===== config.mk =====
export PLATFORM = sky130hd
export DESIGN_NAME = hdlc_rx_deframer_flat
export DESIGN_NICKNAME = d
export VERILOG_FILES = /design/src/rtl/hdlc_rx_deframer_pkg.sv /design/src/rtl/hdlc_rx_deframer_if.sv /design/src/rtl/hdlc_rx_deframer_destuff.sv /design/src/rtl/hdlc_rx_deframer.sv /design/src/flat_wrapper.sv
export SDC_FILE = /design/constraint.sdc
export NUM_CORES = 1
export LEC_CHECK = 0
export ABC_AREA = 0
export ABC_CLOCK_PERIOD_IN_PS = 2410
export CAP_MARGIN = 20
export CORE_MARGIN = 2
export CORE_UTILIZATION = 52
export CTS_BUF_LIST = sky130_fd_sc_hd__clkbuf_4 sky130_fd_sc_hd__clkbuf_8
export CTS_CLUSTER_SIZE = 25
export DETAILED_ROUTE_END_ITERATION = 12
export MAX_ROUTING_LAYER = met4
export PLACE_DENSITY = 0.78
export SYNTH_ARGS = -nofsm -noshare
export SYNTH_HDL_FRONTEND = slang
export SYNTH_SLANG_ARGS = --single-unit

===== constraint.sdc =====
create_clock -name Clk -period 2.41 [get_ports Clk]
set_clock_uncertainty 0.15 [all_clocks]
set_input_delay 0.3615 -clock Clk [delete_from_list [all_inputs] [get_ports Clk]]
set_output_delay 0.3615 -clock Clk [all_outputs]
set_load 0.01 [all_outputs]

===== src/rtl/hdlc_rx_deframer_pkg.sv =====
// ---------------------------------------------------------------------------
// hdlc_pkg
// Shared constants and types for the HDLC receive deframer.
//   FLAG_PATTERN : opening/closing flag byte (0x7E)
//   ABORT_ONES   : run of consecutive ones that marks an abort
//   STUFF_ONES   : run of ones after which a following zero is a stuff bit
//   rx_state_t   : deframer frame state (IDLE / INFRAME)
//   satInc       : saturating increment used by the ones counter
// ---------------------------------------------------------------------------
package hdlc_pkg;

    localparam logic [7:0] FLAG_PATTERN = 8'h7E;
    localparam int         ABORT_ONES   = 7;
    localparam int         STUFF_ONES   = 5;

    typedef enum logic {
        IDLE    = 1'b0,
        INFRAME = 1'b1
    } rx_state_t;

    // Increment, holding at limit once it is reached.
    function automatic logic [2:0] satInc(input logic [2:0] value, input logic [2:0] limit);
        return (value >= limit) ? limit : value + 3'd1;
    endfunction

endpackage


===== src/rtl/hdlc_rx_deframer_if.sv =====
// ---------------------------------------------------------------------------
// hdlc_rx_deframer_if
// Serial input and byte/status output bundle of the HDLC receive deframer.
//   RxEN, Rx         : bit enable and serial line (line side -> deframer)
//   Rx_Data          : assembled byte, first received bit in bit 0
//   Rx_NewByte       : one-cycle strobe, Rx_Data valid
//   Rx_ValidFrame    : level, high while inside a frame
//   Rx_FlagDetect    : one-cycle strobe per detected flag
//   Rx_AbortDetect   : one-cycle strobe on abort inside a frame
//   Rx_EoF           : one-cycle strobe, frame closed correctly
//   Rx_FrameError    : one-cycle strobe, closing flag not byte aligned
// Modports: master = line/consumer side, slave = deframer.
// ---------------------------------------------------------------------------
interface hdlc_rx_deframer_if;

    logic       RxEN;
    logic       Rx;
    logic [7:0] Rx_Data;
    logic       Rx_NewByte;
    logic       Rx_ValidFrame;
    logic       Rx_FlagDetect;
    logic       Rx_AbortDetect;
    logic       Rx_EoF;
    logic       Rx_FrameError;

    modport master (
        output RxEN,
        output Rx,
        input  Rx_Data,
        input  Rx_NewByte,
        input  Rx_ValidFrame,
        input  Rx_FlagDetect,
        input  Rx_AbortDetect,
        input  Rx_EoF,
        input  Rx_FrameError
    );

    modport slave (
        input  RxEN,
        input  Rx,
        output Rx_Data,
        output Rx_NewByte,
        output Rx_ValidFrame,
        output Rx_FlagDetect,
        output Rx_AbortDetect,
        output Rx_EoF,
        output Rx_FrameError
    );

endinterface


===== src/rtl/hdlc_rx_deframer_destuff.sv =====
// ---------------------------------------------------------------------------
// hdlc_rx_destuff
// Zero-bit removal for the HDLC receive data path. Counts consecutive ones
// among valid bits (saturating) and suppresses a zero that follows exactly
// STUFF_ONES ones.
//   Clk, Rst      : clock, synchronous active-low reset
//   clear         : zero the ones counter (flag or abort seen)
//   bit_in        : candidate data bit
//   bit_valid     : bit_in is a real data bit this cycle
//   bit_out       : data bit forwarded to the byte assembler
//   bit_out_valid : bit_out is to be accepted (stuff zeros are dropped)
// ---------------------------------------------------------------------------
module hdlc_rx_destuff #(
    parameter int STUFF_ONES = hdlc_pkg::STUFF_ONES,
    parameter int SAT_ONES   = hdlc_pkg::ABORT_ONES - 1
) (
    input  logic Clk,
    input  logic Rst,
    input  logic clear,
    input  logic bit_in,
    input  logic bit_valid,
    output logic bit_out,
    output logic bit_out_valid
);
    import hdlc_pkg::*;

    localparam logic [2:0] STUFF_LIMIT = 3'(STUFF_ONES);
    localparam logic [2:0] SAT_LIMIT   = 3'(SAT_ONES);

    logic [2:0] onesReg;
    logic [2:0] onesNext;
    logic       dropBit;

    assign dropBit       = bit_valid && !bit_in && (onesReg == STUFF_LIMIT);
    assign bit_out       = bit_in;
    assign bit_out_valid = bit_valid && !dropBit;

    always_comb begin
        onesNext = onesReg;
        if (bit_valid) begin
            // A dropped stuff zero and an ordinary zero both restart the run.
            onesNext = bit_in ? satInc(onesReg, SAT_LIMIT) : 3'd0;
        end
        if (clear) begin
            onesNext = 3'd0;
        end
    end

    always_ff @(posedge Clk) begin
        if (!Rst) begin
            onesReg <= 3'd0;
        end else begin
            onesReg <= onesNext;
        end
    end

endmodule


===== src/rtl/hdlc_rx_deframer.sv =====
// ---------------------------------------------------------------------------
// hdlc_rx_deframer
// Bit-level HDLC receive front end: flag/abort detection on an 8-bit raw
// window, zero destuffing of the bits leaving the window, LSB-first byte
// assembly and frame status strobes.
//   Clk  : clock, all logic on the rising edge
//   Rst  : synchronous active-low reset
//   rxIf : slave side of hdlc_rx_deframer_if (RxEN/Rx in, byte + status out)
// Raw bits enter window[7]; the bit leaving window[0] is the delayed bit fed
// to the data path. A valid mask travels with the window so that flag bits
// (mask cleared on flag) never reach the data path.
// ---------------------------------------------------------------------------
module hdlc_rx_deframer #(
    parameter logic [7:0] FLAG_PATTERN = hdlc_pkg::FLAG_PATTERN,
    parameter int         ABORT_ONES   = hdlc_pkg::ABORT_ONES,
    parameter int         STUFF_ONES   = hdlc_pkg::STUFF_ONES
) (
    input  logic               Clk,
    input  logic               Rst,
    hdlc_rx_deframer_if.slave  rxIf
);
    import hdlc_pkg::*;

    rx_state_t  stateReg,     stateNext;
    logic [7:0] windowReg,    windowNext;
    logic [7:0] maskReg,      maskNext;
    logic [7:0] dataShiftReg, dataShiftNext;
    logic [2:0] bitCountReg,  bitCountNext;
    logic       byteSeenReg,  byteSeenNext;
    logic [7:0] rxDataReg,    rxDataNext;
    logic       newByteReg,   newByteNext;
    logic       flagReg,      flagNext;
    logic       abortReg,     abortNext;
    logic       eofReg,       eofNext;
    logic       frameErrReg,  frameErrNext;

    logic [7:0]            shiftedWindow;
    logic [ABORT_ONES-1:0] abortTaps;
    logic                  delayedValid;
    logic                  destuffBit;
    logic                  destuffValid;
    logic                  flagHit;
    logic                  abortHit;
    logic [7:0]            acceptedShift;
    logic [2:0]            bitCountAfter;
    logic                  byteDone;
    logic                  byteSeenAfter;

    assign shiftedWindow = {rxIf.Rx, windowReg[7:1]};

    // The newest ABORT_ONES bits sit at the top of the post-shift window.
    for (genvar gi = 0; gi < ABORT_ONES; gi++) begin : gAbortTap
        assign abortTaps[gi] = shiftedWindow[7 - gi];
    end

    // Only bits inside a frame feed the data path.
    assign delayedValid = rxIf.RxEN && maskReg[0] && (stateReg == INFRAME);
    assign flagHit      = rxIf.RxEN && (shiftedWindow == FLAG_PATTERN);
    assign abortHit     = rxIf.RxEN && (stateReg == INFRAME) && (&abortTaps) && !flagHit;

    hdlc_rx_destuff #(
        .STUFF_ONES (STUFF_ONES),
        .SAT_ONES   (ABORT_ONES - 1)
    ) destuff (
        .Clk           (Clk),
        .Rst           (Rst),
        .clear         (flagHit || abortHit),
        .bit_in        (windowReg[0]),
        .bit_valid     (delayedValid),
        .bit_out       (destuffBit),
        .bit_out_valid (destuffValid)
    );

    // Data-path view after consuming the delayed bit; the flag decision on
    // the same edge is made against these values.
    assign acceptedShift = {destuffBit, dataShiftReg[7:1]};
    assign byteDone      = destuffValid && (bitCountReg == 3'd7);
    assign bitCountAfter = destuffValid ? bitCountReg + 3'd1 : bitCountReg;
    assign byteSeenAfter = byteSeenReg || byteDone;

    always_comb begin
        stateNext     = stateReg;
        windowNext    = windowReg;
        maskNext      = maskReg;
        dataShiftNext = dataShiftReg;
        bitCountNext  = bitCountReg;
        byteSeenNext  = byteSeenReg;
        rxDataNext    = rxDataReg;
        newByteNext   = 1'b0;
        flagNext      = 1'b0;
        abortNext     = 1'b0;
        eofNext       = 1'b0;
        frameErrNext  = 1'b0;

        if (rxIf.RxEN) begin
            windowNext = shiftedWindow;
            maskNext   = {1'b1, maskReg[7:1]};

            if (destuffValid) begin
                dataShiftNext = acceptedShift;
                bitCountNext  = bitCountAfter;
            end
            if (byteDone) begin
                rxDataNext   = acceptedShift;
                newByteNext  = 1'b1;
                byteSeenNext = 1'b1;
            end

            if (flagHit) begin
                flagNext     = 1'b1;
                maskNext     = 8'h00;
                bitCountNext = 3'd0;
                byteSeenNext = 1'b0;
                if (stateReg == IDLE) begin
                    stateNext = INFRAME;
                end else if (bitCountAfter != 3'd0) begin
                    frameErrNext = 1'b1;
                end else if (byteSeenAfter) begin
                    // Closing flag; it may also open the next frame, so
                    // the state stays INFRAME.
                    eofNext = 1'b1;
                end
            end else if (abortHit) begin
                abortNext    = 1'b1;
                stateNext    = IDLE;
                maskNext     = 8'h00;
                bitCountNext = 3'd0;
                byteSeenNext = 1'b0;
            end
        end
    end

    always_ff @(posedge Clk) begin
        if (!Rst) begin
            stateReg     <= IDLE;
            windowReg    <= 8'hFF;
            maskReg      <= 8'h00;
            dataShiftReg <= 8'h00;
            bitCountReg  <= 3'd0;
            byteSeenReg  <= 1'b0;
            rxDataReg    <= 8'h00;
            newByteReg   <= 1'b0;
            flagReg      <= 1'b0;
            abortReg     <= 1'b0;
            eofReg       <= 1'b0;
            frameErrReg  <= 1'b0;
        end else begin
            stateReg     <= stateNext;
            windowReg    <= windowNext;
            maskReg      <= maskNext;
            dataShiftReg <= dataShiftNext;
            bitCountReg  <= bitCountNext;
            byteSeenReg  <= byteSeenNext;
            rxDataReg    <= rxDataNext;
            newByteReg   <= newByteNext;
            flagReg      <= flagNext;
            abortReg     <= abortNext;
            eofReg       <= eofNext;
            frameErrReg  <= frameErrNext;
        end
    end

    assign rxIf.Rx_Data        = rxDataReg;
    assign rxIf.Rx_NewByte     = newByteReg;
    assign rxIf.Rx_ValidFrame  = (stateReg == INFRAME);
    assign rxIf.Rx_FlagDetect  = flagReg;
    assign rxIf.Rx_AbortDetect = abortReg;
    assign rxIf.Rx_EoF         = eofReg;
    assign rxIf.Rx_FrameError  = frameErrReg;

endmodule


===== src/flat_wrapper.sv =====
// flat-port wrapper written by rule: the top's interface ports become plain ports
module hdlc_rx_deframer_flat import hdlc_pkg::*;
#(
    parameter logic [7:0] FLAG_PATTERN = hdlc_pkg::FLAG_PATTERN,
    parameter int         ABORT_ONES   = hdlc_pkg::ABORT_ONES,
    parameter int         STUFF_ONES   = hdlc_pkg::STUFF_ONES
)
  (Clk, Rst, rxIf_RxEN, rxIf_Rx, rxIf_Rx_Data, rxIf_Rx_NewByte, rxIf_Rx_ValidFrame, rxIf_Rx_FlagDetect, rxIf_Rx_AbortDetect, rxIf_Rx_EoF, rxIf_Rx_FrameError);
  hdlc_rx_deframer_if rxIf_i ();
  input  logic Clk;
  input  logic Rst;
  input wire logic [$bits(rxIf_i.RxEN)-1:0] rxIf_RxEN;
  input wire logic [$bits(rxIf_i.Rx)-1:0] rxIf_Rx;
  output wire logic [$bits(rxIf_i.Rx_Data)-1:0] rxIf_Rx_Data;
  output wire logic [$bits(rxIf_i.Rx_NewByte)-1:0] rxIf_Rx_NewByte;
  output wire logic [$bits(rxIf_i.Rx_ValidFrame)-1:0] rxIf_Rx_ValidFrame;
  output wire logic [$bits(rxIf_i.Rx_FlagDetect)-1:0] rxIf_Rx_FlagDetect;
  output wire logic [$bits(rxIf_i.Rx_AbortDetect)-1:0] rxIf_Rx_AbortDetect;
  output wire logic [$bits(rxIf_i.Rx_EoF)-1:0] rxIf_Rx_EoF;
  output wire logic [$bits(rxIf_i.Rx_FrameError)-1:0] rxIf_Rx_FrameError;
  assign rxIf_i.RxEN = rxIf_RxEN;
  assign rxIf_i.Rx = rxIf_Rx;
  assign rxIf_Rx_Data = rxIf_i.Rx_Data;
  assign rxIf_Rx_NewByte = rxIf_i.Rx_NewByte;
  assign rxIf_Rx_ValidFrame = rxIf_i.Rx_ValidFrame;
  assign rxIf_Rx_FlagDetect = rxIf_i.Rx_FlagDetect;
  assign rxIf_Rx_AbortDetect = rxIf_i.Rx_AbortDetect;
  assign rxIf_Rx_EoF = rxIf_i.Rx_EoF;
  assign rxIf_Rx_FrameError = rxIf_i.Rx_FrameError;
  hdlc_rx_deframer #(.FLAG_PATTERN(FLAG_PATTERN), .ABORT_ONES(ABORT_ONES), .STUFF_ONES(STUFF_ONES)) u_core (.Clk(Clk), .Rst(Rst), .rxIf(rxIf_i));
endmodule

Yosys cells after proc, flatten, opt, wreduce, memory -nomap -nowiden. Index checks and enable logic that the tools add are counted.

Input bits: 4. Register bits: 45. Memories: 0. Word-level logic and storage cells: 71. Output and inout port bits: 14. ROM bits: 0. Bits in writable memories: 0. Bits in latches: 0.

Shift operators: 0. Multipliers: 0. Eq/ne operators: 3. Multiplexer cells: 18. Add/subtract/negate cells: 2. Divide/modulo/power cells: 0. Reduce and logical (&&, ||, !) cells: 30. Bitwise operators: 4. Magnitude comparators: 1.

Operators by type and width (count): 3-bit two-way mux (6); 8-bit two-way mux (2); 2-bit AND reduction (6); 1-bit logical AND (10); 1-bit two-way mux (10); 3-bit nonzero test (3); 8-bit by 7-bit == test with 1-bit output (second input constant) (1); 7-bit AND reduction (1); 3-bit by 1-bit adder with 3-bit output (second input constant) (2); 3-bit == test (second input constant) (2); 5-bit OR reduction (1); 1-bit inverter (4); 4-bit AND reduction (1); 3-bit >= comparator (second input constant) (1); 1-bit logical NOT (3); 3-bit OR reduction (1); 1-bit logical OR (2); 2-bit nonzero test (1); 2-bit OR reduction (1).

Logic depth before layout (Yosys ltp). Gate-level depths: netlist (run 1).

Depth in word-level cells: 10. Depth in mapped cells: 6. Depth with buffers taken out: 5.

Cells and area by module. Synthesis (run 1) repeated with hierarchy kept, for this count alone.

Cells, all modules: 195. Area, all modules: 1721.7 µm².

By module, submodules not included: hdlc_rx_deframer (area an instance 1501.4 µm², times used 1, cells each 173, seq. area each 820.8 µm²); hdlc_rx_destuff (area an instance 220.2 µm², times used 1, cells each 22, seq. area each 60.1 µm²).

Least setup slack after synthesis (run 1). Ideal clock, no wire load.

Path type: flip-flop to flip-flop. Start: register u_core.bitCountReg[0]. End: register u_core.rxDataReg[6], in the netlist u_core.rxIf.Rx_Data[6]. Cell stages (with the launch flop): 7. Path buffers: 1. Slack: 652 ps. Data arrival time: 1475 ps. Cells stage by stage: dfxtp_1 ha_1 ha_1 clkbuf_1 clkinv_1 o31ai_1 a21oi_1.

Longest elaborated chain between the ends: 3.

RTL lines: from (decl) (RTL line hdlc_rx_deframer.sv:28) `logic [2:0] bitCountReg, bitCountNext;`; from (signal assigned) (RTL line hdlc_rx_deframer.sv:152) `bitCountReg <= bitCountNext;`; 3-bit == test (RTL line hdlc_rx_deframer.sv:77) `assign byteDone = destuffValid && (bitCountReg == 3'd7);`; 1-bit logical AND (RTL line hdlc_rx_deframer.sv:77); 2-bit AND reduction (no line); to (signal assigned) (RTL line hdlc_rx_deframer.sv:154) `rxDataReg <= rxDataNext;`; to (decl) (RTL line hdlc_rx_deframer.sv:30) `logic [7:0] rxDataReg, rxDataNext;`.

Every way passes these cells. A chain may end at the register's enable or synchronous reset.

Worst setup path after layout (run 1).
Start: register u_core.destuff.onesReg[1]. End: register u_core.bitCountReg[0].

Longest elaborated chain between the ends: 8. Elaborated cells on any way between the ends: 10. Classes of those cells: 1 x eq/ne; 4 x mux; 5 x reduce/logical.

RTL lines: from (decl) (RTL line hdlc_rx_deframer_destuff.sv:30) `logic [2:0] onesReg;`; from (signal assigned) (RTL line hdlc_rx_deframer_destuff.sv:53) `onesReg <= onesNext;`; 3-bit == test * (RTL line hdlc_rx_deframer_destuff.sv:34) `assign dropBit = bit_valid && !bit_in && (onesReg == STUFF_LIMIT);`; 1-bit logical AND * (RTL line hdlc_rx_deframer_destuff.sv:34); 1-bit logical NOT * (RTL line hdlc_rx_deframer_destuff.sv:36) `assign bit_out_valid = bit_valid && !dropBit;`; 1-bit logical AND * (RTL line hdlc_rx_deframer_destuff.sv:36); 3-bit two-way mux (RTL line hdlc_rx_deframer.sv:78) `assign bitCountAfter = destuffValid ? bitCountReg + 3'd1 : bitCountReg;`; 3-bit two-way mux (RTL line hdlc_rx_deframer.sv:99) `if (destuffValid) begin`; 3-bit two-way mux (RTL line hdlc_rx_deframer.sv:123) `end else if (abortHit) begin`; 3-bit two-way mux (RTL line hdlc_rx_deframer.sv:109) `if (flagHit) begin`.

Every way passes the cells marked *; elsewhere a longest branch is shown, timed or not. The select of a mux whose other input is x is not followed.

==> results of run 1 <==
==> cells by family after synthesis <==
| family | count (synthesis) | synth area share, % |
|---|---|---|
| simple gates | 66 | 19.4 |
| compound gates | 56 | 19.3 |
| flops | 44 | 48.3 |
| buf+inv | 22 | 5.21 |
| mux | 8 | 4.39 |
| fa+ha+maj | 5 | 3.43 |
==> sequential cells by signal, summed over array words and instances, names as in the netlist <==
register	flops
u_core.byteSeenReg	1
u_core.maskReg	8
u_core.rxIf.Rx_NewByte	1
u_core.rxIf.Rx_EoF	1
u_core.rxIf.Rx_ValidFrame	1
u_core.rxIf.Rx_Data	8
u_core.dataShiftReg	7
u_core.rxIf.Rx_AbortDetect	1
u_core.destuff.onesReg	3
u_core.rxIf.Rx_FlagDetect	1
u_core.rxIf.Rx_FrameError	1
u_core.bitCountReg	3
u_core.windowReg	8
==> metrics by stage <==
step	cells	instance area, sq um	total power [mW]	setup WS, ns	utilization, %
after floorplan	201	1820	0.786	0.652	-
after global placement	256	2040	0.795	0.325	60.8
after detailed placement	256	2040	0.797	0.247	60.8
after CTS	264	2110	1.18	0.464	62.7
after global routing	264	2110	1.22	0.298	62.7
final	264	2110	1.17	0.436	62.7
==> placed cells by master, fill, tap and decap left out, drive strengths merged <==
cell type and n:
a2111oi 1, a211oi 7, a21o 1, a21oi 16, a221oi 1, a31oi 1, and3 1, and3b 2
buf 9, clkbuf 8, clkdlybuf4s50 17, clkinv 2, dfxtp 44, ha 5, inv 3, mux2i 8
nand2 22, nand3 18, nand3b 1, nand4 11, nor2 2, nor3 2, nor4 3, o21ai 12
o22ai 8, o31ai 9, or2 1, or3 2, or4 1
==> cell type report <==
cell class	count	area, sq um	share of cell area [%]
Clock buffer	8	66.3	3.14
Inverter	5	18.8	0.890
Multi-Input combinational cell	135	848	40.2
Sequential cell	44	881	41.8
Tap cell	46	57.6	2.73
Timing Repair Buffer	26	238	11.3
==> where the power goes <==
group | switching (mW) | total (mW) | internal (mW)
logic | 0.0280 | 0.0449 | 0.0169
clock network | 0.223 | 0.390 | 0.167
registers | 0.00371 | 0.736 | 0.732
==> per-layer routing <==
| metal | global-route usage (%) | vias to the layer above | wire length (microns) |
|---|---|---|---|
| li1 | - | 771 | - |
| met1 | 22.3 | 719 | 1590 |
| met2 | 33.1 | 31 | 1760 |
| met3 | 5.00 | 6 | 143 |
| met4 | 9.24 | 0 | 55 |
| met5 | - | - | 0 |
==> tightest hold or removal path, delay by kind of cell (launching register included) <==
kind | cells | cell delay, ns
simple gates | 1 | 0.07
flops | 1 | 0.34
compound gates | 1 | 0.05
==> path summary, 6_finish.rpt <==
check        slack [ns]                      to  depth (start not counted)
max                0.44   u_core.bitCountReg[0]                          5
min                0.32  u_core.rxIf.Rx_Data[6]                          2
min reg2reg        0.32  u_core.rxIf.Rx_Data[6]                          2
max reg2reg        0.44   u_core.bitCountReg[0]                          5
==> results.py, run 1 <==
metrics = {
    "synthesis": {
        "seq_area_frac_synth_pct": 48.3,
        "synth_top_area_cell": "dfxtp_1",
        "syn_area_per_cell_sq_um": 9.08,
        "synth_flop_cell": "dfxtp_1",
        "syn-cell-area_sq_um": 1820,
        "yosysMostFrequentCell": "dfxtp_1",
        "yosys-top-cells-area": "dfxtp_1 (48%), nand3_1 (4.9%), nand2_1 (4.5%), a21oi_1 (4.4%), mux2i_1 (4.4%)",
        "async_flop_share_pct": 0,
        "synth_cells": 201,
        "ys_ff_latch": 44,
        "synth_nets": 210,
        "synthDominantCellAreaShare_pct": 48.3,
        "synth.distinct_cells": 32,
        "ys_warn_count": 0,
        "synth_commonest_cells": "dfxtp_1 (44), nand2_1 (22), nand3_1 (18)",
        "synth_edf_count": 0,
    },
    "cts": {
        "cts_max_level": 2,
        "cts_setup_buffers": 0,
        "cts.clk_slew.worst_paths_ns": 0.13,
        "postCtsHoldBufs": 0,
        "worstSkewPairLatency_ns": 0.35,
        "clock-sinks": 44,
        "cts_tree": "done",
        "clock-root-buffer": "clkbuf_4",
        "clock_path_buffers": 2,
        "cts_resized": 0,
        "cts_made_buffers": 5,
    },
    "floorplanning": {
        "core_area_sq_um": 3360,
        "die-area_sq_um": 4000,
        "die_y_microns": 63.2,
        "pin_count": 18,
        "die_x_microns": 63.2,
        "initial_core_util_pct": 54.2,
        "num_rows": 21,
    },
    "global_route": {
        "overflow": 0,
        "grt_pass1_wl_microns": 6110,
        "antenna_found_initial": 0,
        "grtUsageTotal_pct": 19.8,
        "grt_max_degree": 27,
        "grt_pass1_vias": 1384,
    },
    "final_layout": {
        "syn_to_final_growth_pct": 15.6,
        "n_antenna_cell": 0,
        "fillers": 304,
        "finalNetCount": 226,
        "drive_gt1_share_pct": 9.63,
    },
    "worst_setup_path": {
        "r2r_start": "u_core.destuff.onesReg[1]",
        "cp.required_ns": 2.54,
        "cp_top_family": "simple AND/OR/NAND/NOR gates",
        "endpoint_kind": "flip-flop",
        "max_stage_delay_ns": 0.45,
        "critPathBufInv": 1,
        "crit_fanout": 21,
        "start_kind": "flip-flop",
        "slowest_stage": "dfxtp_1",
        "crit_start": "u_core.destuff.onesReg[1]",
        "critPathKind": "reg2reg",
        "cp_cell_sequence": "inv_1 > ha_1 > and3b_1 > or3_1 > a211oi_1",
        "worstPathArrival_ns": 2.11,
    },
    "sta": {
        "grt_setup_unrepaired": "no",
        "layout_min_cycle_time_ns": 1.97,
        "hold_ws_ns": 0.321,
        "hold_viol": 0,
        "slew_headroom_pct": 54.1,
        "setup-violations-final": 0,
        "totalNegativeSetupSlack_ns": 0,
        "tightest_slew_ns": 0.688,
        "slew_viol_final": 0,
        "fmax_ghz": 0.507,
        "timing.final.crit_share_pct": 81.9,
    },
    "detailed_routing": {
        "drc": 0,
        "wl_per_cell_microns": 13.4,
        "via_per_inst": 5.78,
        "drt_iter0_drc": 104,
        "postRouteAntennaNets": 0,
        "drtPass1Iterations": 4,
        "via_count": 1527,
        "routed_wl_microns": 3550,
    },
    "min_path": {
        "min_path_type": "reg2reg",
        "hold_start": "u_core.dataShiftReg[7]",
    },
    "run": {
        "max_cap_viol_count": 0,
    },
    "power_and_ir_drop": {
        "vdd_drop_max_mv": 0.341,
        "power.density_nw_per_um2": 555,
        "power.leakage_nw": 0.717,
    },
    "place": {
        "place_hpwl_microns": 2480,
        "place_congestion": 0.787,
        "portBuffers": 17,
    },
    "run_status": {
        "status": "finished clean",
    },
}
Note: power is estimated with default switching activity, not from simulation.
==> run 2, diff against run 1 <==
--- a/config.mk
+++ b/config.mk
@@ -6,7 +6,7 @@
 export NUM_CORES = 1
 export LEC_CHECK = 0
 export ABC_AREA = 0
-export ABC_CLOCK_PERIOD_IN_PS = 2410
+export ABC_CLOCK_PERIOD_IN_PS = 1660
 export CAP_MARGIN = 20
 export CORE_MARGIN = 2
 export CORE_UTILIZATION = 52
@@ -14,7 +14,7 @@
 export CTS_CLUSTER_SIZE = 25
 export DETAILED_ROUTE_END_ITERATION = 12
 export MAX_ROUTING_LAYER = met4
-export PLACE_DENSITY = 0.78
+export PLACE_DENSITY = 0.81
 export SYNTH_ARGS = -nofsm -noshare
 export SYNTH_HDL_FRONTEND = slang
 export SYNTH_SLANG_ARGS = --single-unit
==> constraint.sdc (replaced) <==
create_clock -name Clk -period 1.66 [get_ports Clk]
set_clock_uncertainty 0.15 [all_clocks]
set_input_delay 0.249 -clock Clk [delete_from_list [all_inputs] [get_ports Clk]]
set_output_delay 0.249 -clock Clk [all_outputs]
set_load 0.01 [all_outputs]
==> results.py, run 2 (synthesis results as in run 1) <==
metrics = {
    "floorplanning": {
        "die-area_sq_um": 4000,
        "initial_core_util_pct": 54.2,
        "die_x_microns": 63.2,
        "core_area_sq_um": 3360,
        "num_rows": 21,
        "die_y_microns": 63.2,
        "pin_count": 18,
    },
    "final_layout": {
        "final_cell_mix": "dfxtp_1 (42), buf_4 (23), nand2_1 (22)",
        "ff_latch_area_sq_um": 886,
        "finalInstanceArea_sq_um": 2260,
        "n_antenna_cell": 0,
        "syn_to_final_growth_pct": 24.1,
        "finalNonFillerCells": 278,
        "finalNetCount": 241,
        "multiInputGateArea_sq_um": 881,
        "layout_commonest_cell": "dfxtp_1",
        "drive_gt1_share_pct": 19.0,
        "fillers": 313,
    },
    "worst_setup_path": {
        "crit_fanout": 1,
        "timing.rr.end": "u_core.bitCountReg[0]",
        "worstPathArrival_ns": 1.21,
        "cp_cell_sequence": "clkdlybuf4s50_1",
        "slowest_stage": "clkdlybuf4s50_1",
        "critPathKind": "reg2out",
        "endpoint_kind": "output port",
        "r2r_start": "u_core.destuff.onesReg[1]",
        "reg2reg_depth": 5,
        "critPathBufInv": 1,
        "start_kind": "flip-flop",
        "reg2reg_slack_ns": 0.08,
        "max_stage_delay_ns": 0.53,
        "cp_top_family": "buffers and inverters",
        "cp.required_ns": 1.26,
    },
    "global_route": {
        "grt_pass1_vias": 1531,
        "grt_pass1_wl_microns": 6450,
        "overflow": 0,
        "grtUsageTotal_pct": 20.4,
        "antenna_found_initial": 0,
        "grt_max_degree": 26,
    },
    "min_path": {
        "min_to": "u_core.rxIf.Rx_Data[7]",
        "hold_start": "u_core.rxIf.Rx_Data[7]",
        "min_path_cells": 2,
        "min_path_type": "reg2reg",
    },
    "place": {
        "place_hpwl_microns": 2650,
        "portBuffers": 17,
        "placed_area_sq_um": 2160,
        "place_inst": 271,
        "place_ws_ns": -0.276,
        "place_congestion": 0.830,
    },
    "power_and_ir_drop": {
        "power.density_nw_per_um2": 718,
        "vdd_drop_max_mv": 0.487,
        "power.leakage_nw": 0.927,
        "p_total_mw": 1.63,
    },
    "sta": {
        "timing.final.crit_share_pct": 96.8,
        "layout_min_cycle_time_ns": 1.61,
        "grt_setup_unrepaired": "no",
        "fmax_ghz": 0.622,
        "setup_slack_ns": 0.0533,
        "slew_headroom_pct": 78.7,
        "slew_viol_final": 0,
        "tightest_slew_ns": 0.311,
        "setup-violations-final": 0,
        "hold_viol": 0,
        "hold_ws_ns": 0.321,
    },
    "cts": {
        "clock-root-buffer": "clkbuf_4",
        "postCtsHoldBufs": 0,
        "clock-sinks": 44,
        "cts_tree": "done",
        "worstSkewPairLatency_ns": 0.35,
        "cts_made_buffers": 5,
        "clock_path_buffers": 2,
        "cts.clk_slew.worst_paths_ns": 0.11,
        "cts_max_level": 2,
    },
    "detailed_routing": {
        "routed_wl_microns": 3730,
        "postRouteAntennaNets": 0,
        "via_per_inst": 5.76,
        "wl_per_cell_microns": 13.4,
        "drc": 0,
        "drt_iter0_drc": 77,
        "drtPass1Iterations": 5,
        "via_count": 1602,
    },
    "run": {
        "max_cap_viol_count": 0,
    },
    "run_status": {
        "status": "finished clean",
    },
}
run 2: changes by cell type in the layout (fill, tap and decap cells not counted), moves of 2 or more:
cell             delta
dlymetal6s2s_1      +7
clkdlybuf4s50_1     -9
dlygate4sd2_1       +2
buf_4              +14
o31ai_1             -3
o31ai_2             +2
dfxtp_1             -2
run 2: timing repair:
action                     in CTS  in global routing
pin swaps                       0                  0
buffers inserted                0                  0
setup endpoints to repair       2                 15
gates resized for setup         4                 17
run 2: final cells by class:
type	count	area share (%)
Inverter	5	0.939
Clock buffer	6	1.99
Tap cell	46	2.54
Multi-Input combinational cell	135	38.9
Timing Repair Buffer	41	16.3
Sequential cell	44	39.1
Clock inverter	1	0.221
run 2: metal layers:
layer,track usage [%],wire length (microns),up-vias
li1,-,-,802
met1,24.4,1690,766
met2,33.1,1850,26
met3,4.46,116,8
met4,9.24,63,0
met5,-,0,-
run 2: per-stage QoR:
step	utilization (%)	TNS, ns
after floorplan	-	0
after global placement	64.1	-5.42
after detailed placement	64.1	-6.78
after CTS	65.7	0
after global routing	67.3	0
final	67.3	0
run 2: report_power, final:
group | internal, mW | switching, mW
clock | 0.173 | 0.308
combinational | 0.0352 | 0.0438
sequential | 1.06 | 0.00498
run 2: worst max-delay path by stage:
| stage | from | end | slack (ns) | cells past startpoint |
|---|---|---|---|---|
| after global routing | u_core.windowReg[1] | u_core.destuff.onesReg[2] | 0.001 | 4 |
| final | u_core.rxIf.Rx_FrameError | rxIf_Rx_FrameError | 0.05 | 1 |
| after global placement | rxIf_RxEN | u_core.rxIf.Rx_FrameError | -0.21 | 4 |
| after detailed placement | rxIf_RxEN | u_core.destuff.onesReg[1] | -0.28 | 5 |
| after CTS | u_core.rxIf.Rx_Data[6] | rxIf_Rx_Data[6] | 0.01 | 1 |
| after floorplan | u_core.destuff.onesReg[1] | u_core.bitCountReg[0] | 0.11 | 5 |
